`src/rtl/trap_unit_pkg.sv`:
```
// Shared types for the trap path: trap-condition field layout, its bit
// indices, and the trap unit state encoding.
package trap_unit_pkg;

    // Bit positions of the five relations inside the TO field
    localparam int TO_LT  = 4;   // a < b, signed
    localparam int TO_GT  = 3;   // a > b, signed
    localparam int TO_EQ  = 2;   // a == b
    localparam int TO_LTU = 1;   // a < b, unsigned
    localparam int TO_GTU = 0;   // a > b, unsigned

    typedef struct packed {
        logic lt;
        logic gt;
        logic eq;
        logic ltu;
        logic gtu;
    } trap_to_t;

    typedef enum logic [1:0] {
        IDLE = 2'd0,
        EVAL = 2'd1,
        REQ  = 2'd2
    } trap_state_t;

endpackage

```
`src/rtl/trap_cond.sv`:
```
// Combinational trap-condition evaluator: hit is the OR of every relation
// selected in TO, evaluated on operands a and b.
module trap_cond
    import trap_unit_pkg::*;
#(
    parameter int WORD_W = 32
) (
    input  logic [4:0]        to,
    input  logic [WORD_W-1:0] a,
    input  logic [WORD_W-1:0] b,
    output logic              hit
);

    logic signed [WORD_W-1:0] a_s;
    logic signed [WORD_W-1:0] b_s;

    assign a_s = a;
    assign b_s = b;

    // Each selected relation contributes independently; TO=0 can never hit
    always_comb begin
        hit = (to[TO_LT]  & (a_s < b_s)) |
              (to[TO_GT]  & (a_s > b_s)) |
              (to[TO_EQ]  & (a == b))    |
              (to[TO_LTU] & (a < b))     |
              (to[TO_GTU] & (a > b));
    end

endmodule

```
`src/rtl/trap_unit.sv`:
```
// Trap unit: accepts a tw/twi-class instruction from decode, evaluates its
// condition one cycle later, and either pulses done or holds a trap request
// to the exception controller until it is acknowledged or flushed.
// Optional feature: define TRAP_UNIT_COUNTER_EN to add a saturating count of
// acknowledged traps (trap_count) with a synchronous clear (trap_count_clr).
module trap_unit
    import trap_unit_pkg::*;
#(
    parameter int WORD_W = 32
) (
    input  logic              clk,
    input  logic              reset,
    input  logic              valid_in,
    output logic              ready_out,
    input  logic [4:0]        to,
    input  logic [WORD_W-1:0] a,
    input  logic [WORD_W-1:0] b,
    input  logic [WORD_W-1:0] pc,
    input  logic              flush,
    output logic              done,
    output logic              trap_req,
    output logic [WORD_W-1:0] trap_pc,
    input  logic              trap_ack
`ifdef TRAP_UNIT_COUNTER_EN
    ,
    output logic [31:0]       trap_count,
    input  logic              trap_count_clr
`endif
);

    trap_state_t       state_q, state_d;
    trap_to_t          to_q, to_d;
    logic [WORD_W-1:0] a_q, a_d;
    logic [WORD_W-1:0] b_q, b_d;
    logic [WORD_W-1:0] pc_q, pc_d;
    logic [WORD_W-1:0] trap_pc_q, trap_pc_d;
    logic              hit;
    logic              ack_exit;

    trap_cond #(.WORD_W(WORD_W)) u_cond (
        .to  (to_q),
        .a   (a_q),
        .b   (b_q),
        .hit (hit)
    );

    // Next-state, operand capture and handshake outputs; flush overrides
    // both the hit decision and trap_ack
    always_comb begin
        state_d   = state_q;
        to_d      = to_q;
        a_d       = a_q;
        b_d       = b_q;
        pc_d      = pc_q;
        trap_pc_d = trap_pc_q;
        ready_out = 1'b0;
        done      = 1'b0;
        trap_req  = 1'b0;
        ack_exit  = 1'b0;
        case (state_q)
            IDLE: begin
                ready_out = 1'b1;
                if (valid_in && !flush) begin
                    to_d    = trap_to_t'(to);
                    a_d     = a;
                    b_d     = b;
                    pc_d    = pc;
                    state_d = EVAL;
                end
            end
            EVAL: begin
                if (flush) begin
                    state_d = IDLE;
                end else if (hit) begin
                    trap_pc_d = pc_q;
                    state_d   = REQ;
                end else begin
                    done    = 1'b1;
                    state_d = IDLE;
                end
            end
            REQ: begin
                trap_req = 1'b1;
                if (flush) begin
                    state_d = IDLE;
                end else if (trap_ack) begin
                    ack_exit = 1'b1;
                    state_d  = IDLE;
                end
            end
            default: state_d = IDLE;
        endcase
    end

    // State and operand registers, all cleared asynchronously
    always_ff @(posedge clk or negedge reset) begin
        if (!reset) begin
            state_q   <= IDLE;
            to_q      <= '0;
            a_q       <= '0;
            b_q       <= '0;
            pc_q      <= '0;
            trap_pc_q <= '0;
        end else begin
            state_q   <= state_d;
            to_q      <= to_d;
            a_q       <= a_d;
            b_q       <= b_d;
            pc_q      <= pc_d;
            trap_pc_q <= trap_pc_d;
        end
    end

    assign trap_pc = trap_pc_q;

`ifdef TRAP_UNIT_COUNTER_EN
    logic [31:0] trap_count_q, trap_count_d;

    // Saturating count of acknowledged traps; clear beats increment
    always_comb begin
        trap_count_d = trap_count_q;
        if (trap_count_clr) begin
            trap_count_d = '0;
        end else if (ack_exit && (trap_count_q != 32'hFFFF_FFFF)) begin
            trap_count_d = trap_count_q + 32'd1;
        end
    end

    // Counter register
    always_ff @(posedge clk or negedge reset) begin
        if (!reset) begin
            trap_count_q <= '0;
        end else begin
            trap_count_q <= trap_count_d;
        end
    end

    assign trap_count = trap_count_q;
`else
    logic unused_ack_exit;
    assign unused_ack_exit = ack_exit;
`endif

endmodule

```
`config.mk`:
```
export PLATFORM = sky130hd
export DESIGN_NAME = trap_unit
export DESIGN_NICKNAME = d
export VERILOG_FILES = /design/src/rtl/trap_unit_pkg.sv /design/src/rtl/trap_cond.sv /design/src/rtl/trap_unit.sv
export SDC_FILE = /design/constraint.sdc
export NUM_CORES = 1
export LEC_CHECK = 0
export CAP_MARGIN = 40
export CORE_MARGIN = 10
export CORE_UTILIZATION = 23
export CTS_CLUSTER_DIAMETER = 40
export DETAILED_ROUTE_END_ITERATION = 7
export GPL_TIMING_DRIVEN = 1
export MAX_ROUTING_LAYER = met4
export PLACE_DENSITY = 0.48
export SLEW_MARGIN = 20
export SYNTH_ARGS = -nofsm -noshare
export SYNTH_HDL_FRONTEND = slang
export SYNTH_SLANG_ARGS = --single-unit
```
`constraint.sdc`:
```
create_clock -name clk -period 3.7 [get_ports clk]
set_clock_uncertainty 0.1 [all_clocks]
set_input_delay 0.74 -clock clk [delete_from_list [all_inputs] [get_ports clk]]
set_output_delay 0.74 -clock clk [all_outputs]
set_load 0.005 [all_outputs]
```
Word-level counts from Yosys, hierarchy flattened --
Index checks and enable logic that the tools add are counted.
Storage, ports and cells: register bits after elaboration 135, bits in latches 0, bits in writable memories 0, ROM bits 0, bits of input ports 106, output and inout bits 35, memories kept 0
Cells by class: add/subtract/negate cells 0, multiply operators 0, divide/modulo/power cells 0, magnitude comparators 4, equal/unequal tests 5, shift-type cells 0, muxes and demuxes 11, bitwise gates (word level) 10, reductions and logical operators 6
Operators with widths (count):
- 32-bit greater-than comparator | 2
- 32-bit less-than comparator | 2
- 32-bit equality test | 1
- 2-bit 2-to-1 mux | 5
- 2-bit case mux with 3 select lines | 1
- 1-bit bitwise AND | 5
- 1-bit 2-to-1 mux | 5
- 1-bit OR | 4
- 2-bit AND reduction | 2
- 3-bit != test, second input constant | 1
- 3-bit AND reduction | 1
- 2-bit by 1-bit equality test with 1-bit output, second input constant | 1
- 2-bit equality test, second input constant | 1
- 2-bit logical NOT | 1
- 2-bit != test, second input constant | 1
- 1-bit logical AND | 1
- 1-bit logical NOT | 1
- 1-bit inverter | 1

Depth between registers and ports, before layout --
depth after elaboration 9, gate-level depth with buffers 11

By module --
A second synthesis with hierarchy kept.
Unflattened totals: cell total of the unflattened synthesis 413, area, all modules 5982.0 um^2
By module, submodules not included:
- trap_unit | times used 1, cells an instance 291, area an instance 5084.9 um^2
- trap_cond | times used 1, cells an instance 122, area an instance 897.1 um^2

Worst setup path before layout --
Ideal clock, no wire load.
path type register to output, start reg a_q[14], end out done, data arrival time 2.070 ns, path slack 0.790 ns, stages on the path, launching flop included 10, buffers on the path 0, cells stage by stage dfrtp_1 ha_1 nand4_2 nor4_2 a21boi_2 o41ai_4 and3_1 o32ai_4 nand2_1 nor2_1
On the way: longest elaborated chain between the ends 9, elaborated cells between the ends (all ways) 17, those cells by class 4 x order compare; 1 x eq/ne; 3 x mux; 9 x bitwise
Ends and longest elaborated chain:
- start: declaration | line trap_unit.sv:33 | logic [WORD_W-1:0] a_q, a_d;
- start signal: assignment | line trap_unit.sv:100 | a_q <= '0;
- start signal: assignment | line trap_unit.sv:107 | a_q <= a_d;
- 32-bit less-than comparator or 32-bit greater-than comparator (tied branches) | line trap_cond.sv:22, trap_cond.sv:23
- 1-bit bitwise AND, on equally long branches | line trap_cond.sv:22, trap_cond.sv:23
- 1-bit OR | line trap_cond.sv:22 | hit = (to[TO_LT] & (a_s < b_s)) |
- 1-bit OR | line trap_cond.sv:23 | (to[TO_GT] & (a_s > b_s)) |
- 1-bit OR | line trap_cond.sv:24 | (to[TO_EQ] & (a == b)) |
- 1-bit OR (*) | line trap_cond.sv:25 | (to[TO_LTU] & (a < b)) |
- 1-bit 2-to-1 mux (*) | line trap_unit.sv:74 | end else if (hit) begin
- 1-bit 2-to-1 mux (*) | line trap_unit.sv:72 | if (flush) begin
- 1-bit 2-to-1 mux (*) | line trap_unit.sv:60 | case (state_q)
- end: declaration | line trap_unit.sv:20 | output logic done,
Every way passes the cells marked *; elsewhere a longest branch is shown, timed or not.

Final worst setup path --
start reg a_q[17], end out done
The elaborated chain is that of the path after synthesis.

==> impl_results.md <==
- Yosys top cell by area: dfrtp_1
- Worst setup slack after placement: -144 ps
- Number of violations reported at the end of detailed-routing iteration 0: between 100 and 150
- Count leader, synth: dfrtp_1
- Share of layout cells above drive strength 1: 0.282
- Count of yosys warnings during synthesis: 0
- Final global-route overflow total: 0
- Number of max-cap violations: 0
- Max Buffers Root-to-Sink: 2
- Largest net degree at the start of global routing: ~80
- Total number of vias: just under 4k
- Final core occ: 0.335
- Cell type group with the largest total delay on the critical path: simple AND/OR/NAND/NOR gates
- Clock Pin Slew Worst Setup and Hold Paths: 60 ps
- Number of distinct library cells after synthesis: 34
- Critical Path Slowest Stage Cell: dfrtp_1
- Floorplan row count: between 50 and 60
- Cell-by-cell listing of the critical path: ha_1 -> nand4_1 -> nor4_4 -> buf_4 -> o41ai_4 -> and3_4 -> o32ai_4 -> nand2_1 -> nor2_2 -> buf_2
- Initial core utilization: 0.232
- Result of the run: complete, no violations
- 1st-pass router iterations: 4
- Sequential area share after synthesis: 0.562
- Slew margin rel.: 0.646
- Max Fanout on Critical Path: 5
- Clk Tree Root Cell: clkbuf_16
- Die boundary width: approximately 180 um
- Share of the clock period used by the worst path after layout: 0.964
- Critical Path AT: approximately 2700 ps
- Number of vias per cell: approximately 4.1
- Synthesis-to-layout area growth: 44.5%
- Top cell type's share of synthesized area: 0.562
- RSZ-0062 raised after global routing: yes
- Number of top-level pins: 141
- Post-Syn Nets: 591
- Final routed wirelength across all metal layers: 15200 um
- Cts-stage hold buffer count: 0
- Async set-or-reset flop fraction in the synthesized netlist: 1.00
- Overall die height: 182 um
- Non-filler instance count after layout: about 960
- Data required time of the worst path: 2860 ps
- Leak Pwr: around 3.7 nW
- Total number of H-tree levels: 4
- Post-synthesis instance area: roughly 6000 sq um
- Synthesized area per cell: approximately 13 sq um
- Number of flops mapped to enable cells by yosys: 0
- Cell area power density: around 660 nW/um^2
- Top area cells in the synthesized netlist: dfrtp_1 56%, mux2_2 13%, mux2_4 7.5%
- CTS Sinks: approximately 140
- Kind of start point of the critical path: flop
- Most frequently used flop master after synthesis: dfrtp_1
- Count of placed standard cells including taps: 920
- Slew at the pin closest to its max-slew limit: between 500 and 600 ps
- Worst hold-check path type: input pin to asynchronous set/reset pin
- All-layer global routing usage: 0.0957
- Crit Path Category: flop to primary output
- Initial antenna violation count: 0
- Global-route wire length before repair: approximately 25000 um
- Overall die area: 33000 sq um
- Fill cell count: roughly 2.5k
- Most common library cells after synthesis: 135 x dfrtp_1, 71 x mux2_2, 41 x nand2_1
- Max Transition Viols Final: 0
- Detailed-route DRC error count: 0
- # port buffers: between 100 and 150
- Final Worst Setup Slack: approximately 130 ps
- Endpoints failing setup: 0
- Diodes inserted: 0
- Final hold violations: 0
- Crit path buf inv count: 2
- Core outline area: about 26000 sq um
- # nets final: 749
- Maximum ir drop on the vdd rail: ~0.23 mV
- Biggest cell delay along the critical path: roughly 380 ps
- Number of global-route vias before repair: about 4.5k
- Worst-skew pair later-pin latency: roughly 420 ps
- Routed length per placed instance: about 16 um
- CTS tree: done
- Syn Inst Count: between 400 and 500
- HPWL after detailed placement: 11100 um
- Period minus WS final: 3570 ps
- Number of nets with antenna violations after detailed routing: 0
- Number of flip-flops and latches in the synthesized netlist: about 140
- Worst Setup End Kind: primary output
- Number of buffers inserted during clock tree synthesis: 17
- GPL Wtd Cong: ~0.74
- F_max: 280 MHz
-- cells by family (layout without fill, tap and decap cells) --
logic type      count (synthesis)  after routing  synth area share
flops                         135            135             0.562
mux                           102            102             0.210
simple gates                   66             66            0.0560
fa+ha+maj                      32             32            0.0666
buf+inv                        53            224            0.0368
compound gates                 65             65            0.0687
-- power by group --
| group | internal [W] | switching (W) |
|---|---|---|
| combinational | 0.00115 | 0.000701 |
| clock | 0.00105 | 0.000657 |
| sequential | 0.00193 | 0.000241 |
-- what timing repair did --
action / 4_1_cts / 5_1_grt
resized for setup: 13 / 11
setup buffers: 2 / 5
endpoints found under the setup margin: 1 / 1
pin swaps: 7 / 9
-- layout make-up --
| cell class | count | area [sq um] | area share |
|---|---|---|---|
| Timing Repair Buffer | 157 | 1600 | 0.184 |
| Multi-Input combinational cell | 265 | 2570 | 0.296 |
| Inverter | 35 | 131 | 0.0151 |
| Sequential cell | 135 | 3380 | 0.389 |
| Clock buffer | 21 | 470 | 0.0542 |
| Tap cell | 335 | 419 | 0.0483 |
| Clock inverter | 11 | 123 | 0.0141 |
-- metrics by stage --
step           hold WS [ps]  power [W]  instance area, sq um  setup TNS (ps)
2_1_floorplan           344    0.00311                  6010               0
4_1_cts                99.4    0.00576                  8560               0
3_3_place_gp            383    0.00390                  7870            -178
5_1_grt                 110    0.00610                  8680           -38.1
6_report                106    0.00573                  8680               0
3_5_place_dp            389    0.00394                  7890            -144
-- sequential cells by signal, summed over array words and instances, names as in the netlist --
name	cells
a_q	32
b_q	32
pc_q	32
state_q	2
to_q	5
trap_pc	32
-- final timing paths --
path | startpoint | end | slack (ps) | cells after the start
worst max-delay path | a_q[17] | done | 130 | 10
worst min-delay path | reset | a_q[23] | 110 | 1
worst max register to register | a_q[1] | trap_pc[31] | 470 | 11
worst min register to register | pc_q[2] | trap_pc[2] | 400 | 1
max in group asynchronous | reset | pc_q[18] | 2780 | 2
min in group clk | pc_q[2] | trap_pc[2] | 400 | 1
-- worst reg2reg max path: stages, from the launching register on --
cell and delay (ps):
dfrtp_1 380, ha_1 300, nor2b_1 130, o211ai_1 270, a21boi_4 100, o41ai_4 410, nand2_1 140, mux2_4 320
buf_4 140, a21oi_4 160, buf_12 280, mux2_2 390
-- layer usage --
metal	track usage	wire, um
met3	0.0314	633
met4	0.0293	205
met1	0.113	6900
met5	-	0
met2	0.152	7450
-- cell usage in the layout, fill, tap and decap left out, types with 2 or more instances in the layout --
cell type | synthesis | layout
ha_1 | 32 | 26
nand4_1 | 4 | 4
a21o_1 | 4 | 4
nand4_4 | 0 | 2
dfrtp_1 | 135 | 135
nand2_1 | 41 | 41
clkinv_2 | 0 | 4
clkinv_4 | 0 | 3
nor3_2 | 0 | 2
nor2b_1 | 2 | 2
o21ai_0 | 34 | 34
buf_4 | 0 | 12
nor4_4 | 1 | 2
bufinv_16 | 0 | 2
buf_12 | 0 | 4
a21oi_2 | 0 | 2
clkdlybuf4s50_1 | 0 | 138
mux2_2 | 71 | 71
clkbuf_8 | 0 | 3
nor2_1 | 4 | 3
inv_1 | 34 | 33
nand3_1 | 5 | 4
ha_4 | 0 | 6
clkbuf_16 | 0 | 17
mux2_4 | 30 | 30
a21oi_1 | 17 | 15
No activity file was read; power rests on OpenSTA's default activity.
